==> src/rtl/spi_pkg.sv <==
// Shared definitions for the SPI shift engine: FSM state encoding, strobe
// decode for the four CPOL/CPHA modes, and the frame length clamp.
package spi_pkg;

  typedef logic [0:0] spi_state_t;

  localparam spi_state_t IDLE   = 1'b0;
  localparam spi_state_t ACTIVE = 1'b1;

  // Returns {sample, shift}. Both strobes high together counts as a sample only.
  function automatic logic [1:0] decode_strobes(input logic cpol,
                                                input logic cpha,
                                                input logic sclk_rise,
                                                input logic sclk_fall);
    logic samp;
    logic shft;
    if (cpol ^ cpha) begin
      samp = sclk_fall;
      shft = sclk_rise & ~sclk_fall;
    end else begin
      samp = sclk_rise;
      shft = sclk_fall & ~sclk_rise;
    end
    return {samp, shft};
  endfunction

  function automatic int unsigned clamp_len(input int unsigned flen,
                                            input int unsigned max_len);
    return (flen == 0 || flen > max_len) ? max_len : flen;
  endfunction

endpackage

==> src/rtl/spi_bit_counter.sv <==
// Frame bit counter: counts samples up to the frame length and turns the
// count into a one-hot mask selecting the current bit for either bit order.
module spi_bit_counter #(
  parameter int DATA_WIDTH = 8,
  parameter int CNT_W      = $clog2(DATA_WIDTH + 1)
) (
  input  logic                  PCLK,
  input  logic                  PRESET,
  input  logic                  clr,
  input  logic                  inc,
  input  logic [CNT_W-1:0]      limit,
  input  logic                  lsbfe,
  output logic [CNT_W-1:0]      count,
  output logic                  last,
  output logic [DATA_WIDTH-1:0] bit_mask
);

  logic [CNT_W-1:0] pos;

  always_ff @(posedge PCLK or posedge PRESET) begin
    if (PRESET) begin
      count <= '0;
    end else if (clr) begin
      count <= '0;
    end else if (inc && (count < limit)) begin
      count <= count + CNT_W'(1);
    end
  end

  assign last = (count == limit - CNT_W'(1));

  // MSB-first walks down from limit-1, LSB-first walks up from 0.
  assign pos      = lsbfe ? count : (limit - CNT_W'(1) - count);
  assign bit_mask = {{(DATA_WIDTH-1){1'b0}}, 1'b1} << pos;

endmodule

==> src/rtl/spi_shift_engine.sv <==
// Full-duplex SPI shift engine: frame FSM, tx/rx shift datapath and output
// registers, driven by one-cycle SCLK edge strobes from the baud generator.
module spi_shift_engine
  import spi_pkg::*;
#(
  parameter int DATA_WIDTH = 8,
  parameter int CNT_W      = $clog2(DATA_WIDTH + 1)
) (
  input  logic                  PCLK,
  input  logic                  PRESET,
  input  logic                  ss_n,
  input  logic                  load,
  input  logic [DATA_WIDTH-1:0] tx_data,
  input  logic [CNT_W-1:0]      frame_len,
  input  logic                  cpol,
  input  logic                  cpha,
  input  logic                  lsbfe,
  input  logic                  sclk_rise,
  input  logic                  sclk_fall,
  input  logic                  miso,
  output logic                  mosi,
  output logic [DATA_WIDTH-1:0] rx_data,
  output logic                  rx_valid,
  output logic                  busy,
  output logic                  abort,
  output spi_state_t            state_dbg
);

  // Handshake: load is a request taken only while busy=0 (IDLE); rx_valid and
  // abort are single-cycle pulses with no back-pressure, rx_data is held until
  // the next completed frame.

  spi_state_t            state;
  logic                  cpol_q, cpha_q, lsbfe_q;
  logic [CNT_W-1:0]      len_q;
  logic [DATA_WIDTH-1:0] tx_q;
  logic [DATA_WIDTH-1:0] rx_sr;

  logic                  sample_stb, shift_stb;
  logic                  do_abort, do_sample, do_shift, do_final, accept;
  logic [CNT_W-1:0]      count;
  logic                  last;
  logic [DATA_WIDTH-1:0] bit_mask;
  logic [DATA_WIDTH-1:0] rx_next;
  logic                  tx_bit;

  logic [CNT_W-1:0]      len_in;
  logic [CNT_W-1:0]      first_pos;
  logic [DATA_WIDTH-1:0] first_mask;
  logic                  first_bit;

  assign {sample_stb, shift_stb} = decode_strobes(cpol_q, cpha_q, sclk_rise, sclk_fall);

  assign accept    = (state == IDLE) && load;
  assign do_abort  = (state == ACTIVE) && ss_n;
  assign do_sample = (state == ACTIVE) && !ss_n && sample_stb;
  // With cpha=0 the first bit went out at load, so the leading shift edge is skipped.
  assign do_shift  = (state == ACTIVE) && !ss_n && shift_stb && (cpha_q || (count != '0));
  assign do_final  = do_sample && last;

  spi_bit_counter #(
    .DATA_WIDTH (DATA_WIDTH),
    .CNT_W      (CNT_W)
  ) u_cnt (
    .PCLK     (PCLK),
    .PRESET   (PRESET),
    .clr      (accept || do_abort || do_final),
    .inc      (do_sample),
    .limit    (len_q),
    .lsbfe    (lsbfe_q),
    .count    (count),
    .last     (last),
    .bit_mask (bit_mask)
  );

  assign rx_next = miso ? (rx_sr | bit_mask) : (rx_sr & ~bit_mask);
  assign tx_bit  = |(tx_q & bit_mask);

  // First bit is selected from the raw inputs because the config is latched in the same cycle.
  assign len_in     = CNT_W'(clamp_len(32'(frame_len), 32'(DATA_WIDTH)));
  assign first_pos  = lsbfe ? '0 : (len_in - CNT_W'(1));
  assign first_mask = {{(DATA_WIDTH-1){1'b0}}, 1'b1} << first_pos;
  assign first_bit  = |(tx_data & first_mask);

  always_ff @(posedge PCLK or posedge PRESET) begin
    if (PRESET) begin
      state    <= IDLE;
      cpol_q   <= 1'b0;
      cpha_q   <= 1'b0;
      lsbfe_q  <= 1'b0;
      len_q    <= '0;
      tx_q     <= '0;
      rx_sr    <= '0;
      mosi     <= 1'b0;
      rx_data  <= '0;
      rx_valid <= 1'b0;
      abort    <= 1'b0;
    end else begin
      rx_valid <= 1'b0;
      abort    <= 1'b0;
      case (state)
        IDLE: begin
          if (load) begin
            cpol_q  <= cpol;
            cpha_q  <= cpha;
            lsbfe_q <= lsbfe;
            len_q   <= len_in;
            tx_q    <= tx_data;
            rx_sr   <= '0;
            state   <= ACTIVE;
            if (!cpha) begin
              mosi <= first_bit;
            end
          end
        end
        ACTIVE: begin
          if (do_abort) begin
            abort <= 1'b1;
            state <= IDLE;
          end else begin
            if (do_sample) begin
              rx_sr <= rx_next;
            end
            if (do_final) begin
              rx_data  <= rx_next;
              rx_valid <= 1'b1;
              state    <= IDLE;
            end
            if (do_shift) begin
              mosi <= tx_bit;
            end
          end
        end
        default: state <= IDLE;
      endcase
    end
  end

  assign busy      = (state == ACTIVE);
  assign state_dbg = state;

endmodule

==> config.mk <==
export PLATFORM = sky130hd
export DESIGN_NAME = spi_shift_engine
export DESIGN_NICKNAME = d
export VERILOG_FILES = /design/src/rtl/spi_pkg.sv /design/src/rtl/spi_bit_counter.sv /design/src/rtl/spi_shift_engine.sv
export SDC_FILE = /design/constraint.sdc
export NUM_CORES = 1
export LEC_CHECK = 0
export BUFFER_PORTS_ARGS = -buffer_cell sky130_fd_sc_hd__buf_4
export CAP_MARGIN = 0
export CORE_MARGIN = 2
export CORE_UTILIZATION = 25
export CTS_CLUSTER_SIZE = 20
export DETAILED_ROUTE_END_ITERATION = 12
export GPL_TIMING_DRIVEN = 0
export SETUP_SLACK_MARGIN = 0.5
export SLEW_MARGIN = 30
export SYNTH_ARGS = -nofsm -noshare
export SYNTH_HDL_FRONTEND = slang
export SYNTH_SLANG_ARGS = --single-unit
==> constraint.sdc <==
create_clock -name PCLK -period 4.6 [get_ports PCLK]
set_clock_uncertainty 0.2 [all_clocks]
set_input_delay 0.69 -clock PCLK [delete_from_list [all_inputs] [get_ports PCLK]]
set_output_delay 0.69 -clock PCLK [all_outputs]
set_load 0.03 [all_outputs]
==> metrics.txt <==
status finished, final reports clean; Max Cap Violations 0; Final Hold Fails 0; CP max-delay cell fa_1; Final nets around 360; Worst EP arrival approximately 2.9 ns; Die Footprint between 10,000 and 15,000 um^2; HPWL after DPL between 5 and 6 mm; crit-path max cell delay roughly 0.46 ns; CP endpoint kind register; Slew headroom a little under three fifths; worst-path cell chain inv_1 > ha_1 > fa_1 > xor2_1 > nor4_1 > mux2_4 > buf_6 > a2bb2oi_1 > a31oi_1; share of cells above drive strength 1 between 20 and 25%; Final Util 31.2%; Area Overhead vs Synth 21.1%; GRT Util Overall between 10% and 20%; synthesized flop and latch total 39; I/O Pins 35; largest net degree at the start of global routing 24; Core ar. 10,300 um^2; Iter 0 DRT Violations around 120; hold_ws 0.186 ns; Synth Flop Type dfrtp_1; Crit Path Max Fanout 10; Setup crit start kind register; Vias 2,287; dpl ws about 1.7 ns; Leak roughly 1.4 nW; first-pass GRT wire length 11.0 mm; CTS tree done; Synth area leader dfrtp_1; Ant. Diodes 0; Syn Nets 317; post-CTS setup buffer count 0; worst min path class in -> async; initial antenna violation count 0; Netlist Area Pre-Place approximately 2600 um^2; # resized after CTS 0; Slew Limit Fails 0; final WL 6.56 mm; worst-margin pin slew around 0.67 ns; sequential-to-total area share from yosys stat 36.9%; final non-filler cell total 462; via density per instance ~5.0; Placed Cells around 450; Syn. warnings 0; site row count 37; initial core utilization 25.7%; critical path class reg -> reg; Inserted Clock Buffers 5; CTS Sinks 39; final period utilization a little over three fifths; FFs w/ async S/R, synth 100%; Final setup viols 0; synth unique cells around 60; GRT Residual Overflow 0; DR pass1 iterations 4; H-Tree Depth 2; post-synthesis cell count 283; most common cell in the synthesized netlist dfrtp_1; Reg clk slew, reported paths 0.07 ns; vias in the first global route 2,195; Setup TNS Final 0 ns; Post-synth EDFFs 0; top cells by area, synth dfrtp_1 37%, ha_1 5.2%, o21ai_0 5.1%; cts hold-fix bufs 0; most common library cells after synthesis 39 x dfrtp_1, 27 x o21ai_0, 24 x nand2_1; port buffer count 34; post-synth top area share 36.9%; Routed Antenna Nets 0; RSZ-0062 raised after global routing no; DIE WIDTH around 110 um; final RePlAce weighted congestion around 0.83; fmax about 350 MHz; Fill cells between 1,000 and 1,500; DRC viols 0; Post-Syn Area per Cell ~9.3 um^2; clk_lat worst skew 0.29 ns; die height about 110 um; pwr dens between 400 and 500 nW/um^2; WL/cell around 14 um; worst setup slack after layout 1.71 ns; required time of the critical path roughly 4.6 ns; post-layout min period approximately 2.9 ns; VDD IR max ~150 uV; worst-case clock buffer depth 2; clock root buffer clkbuf_8
## critical path, delay by kind of cell, from the launching register on
family	cells	cell delay [ns]
AOI/OAI and AO/OA	2	0.28
DFF	1	0.45
muxes	1	0.25
adders and majority gates	2	0.79
buffers and inverters	2	0.21
and+or+nand+nor	1	0.38
xor gates and xnor gates	1	0.20
## logic make-up (layout without fill, tap and decap cells)
| group | after synthesis | in the layout | synth area share [%] |
|---|---|---|---|
| XOR/XNOR | 7 | 7 | 3.31 |
| flip-flops | 39 | 39 | 36.9 |
| adder cells (fa/ha/maj) | 12 | 12 | 5.96 |
| AO/OA/AOI/OAI | 88 | 88 | 21.3 |
| AND/OR/NAND/NOR | 91 | 91 | 18.3 |
| multiplexers | 21 | 21 | 9.56 |
| buffers and inverters | 25 | 68 | 4.64 |
## flip-flops by register name, summed over array words and instances (netlist names)
signal and count:
tx_q 8, rx_sr 8, u_cnt.count 4, lsbfe_q 1, abort 1, cpha_q 1
mosi 1, len_q 4, rx_data 8, rx_valid 1, cpol_q 1, busy 1
## metal layers
layer	part of all wire, %	GRT usage [%]	up-vias	routed length, um
met5	0	0	-	0
met1	47	16.9	1080	3110
met2	45	18.4	75	2980
met3	6.1	2.49	10	398
li1	-	-	1122	-
met4	1.1	3.25	0	72
## path summary, 6_finish.rpt
check | depth (start not counted) | from | end | slack [ns]
max | 9 | len_q[0] | rx_data[5] | 1.71
min | 2 | PRESET | rx_data[1] | 0.19
max reg2reg | 9 | len_q[0] | rx_data[5] | 1.71
min reg2reg | 1 | tx_q[5] | tx_q[5] | 0.31
max in group asynchronous | 3 | PRESET | cpha_q | 3.55
min in group PCLK | 1 | tx_q[5] | tx_q[5] | 0.31
## area by class of cell
type	count	area, um^2	share of cell area [%]
repair buffers	35	283	8.83
multi-input cells	219	1550	48.4
flip-flops and latches	39	976	30.5
well taps	136	170	5.31
inverters	14	52.6	1.64
plain buffers	11	70.1	2.19
clock buffers	8	100	3.13
## power by group
part           switching [mW]  leakage, nW  internal (mW)
clock                   0.121       0.0515          0.137
sequential             0.0580        0.506          0.419
combinational           0.405        0.806          0.289
total                   0.584         1.36          0.845
## through the flow
| stage | instance area, um^2 | total power [mW] |
|---|---|---|
| global route | 3200 | 1.52 |
| floorplan | 2640 | 0.969 |
| detailed placement | 3100 | 1.18 |
| global placement | 3070 | 1.16 |
| CTS | 3200 | 1.44 |
| finish | 3200 | 1.43 |
## placed cells by master (no fill, tap or decap), types with 2 or more instances in the layout
cell type / instances
dfrtp_1: 39
buf_4: 35
o21ai_0: 27
nand2_1: 24
nor2_1: 21
a21oi_1: 14
inv_1: 13
mux2_2: 12
ha_1: 11
a2bb2oi_1: 8
nor2b_1: 7
a31oi_1: 7
clkbuf_8: 7
clkbuf_1: 6
nor3_1: 6
nand2b_1: 5
mux2i_1: 5
o21ai_1: 5
nand3b_1: 4
a211oi_1: 4
mux2_4: 3
nand3_1: 3
and2_1: 3
buf_6: 3
a22oi_1: 3
xor2_1: 3
o21a_1: 2
xnor2_1: 2
buf_2: 2
a211o_1: 2
and3b_1: 2
nor4_1: 2
nand4_1: 2
or2b_1: 2
o211ai_1: 2
o31ai_1: 2
a32oi_1: 2
Note: power is estimated with default switching activity, not from simulation.
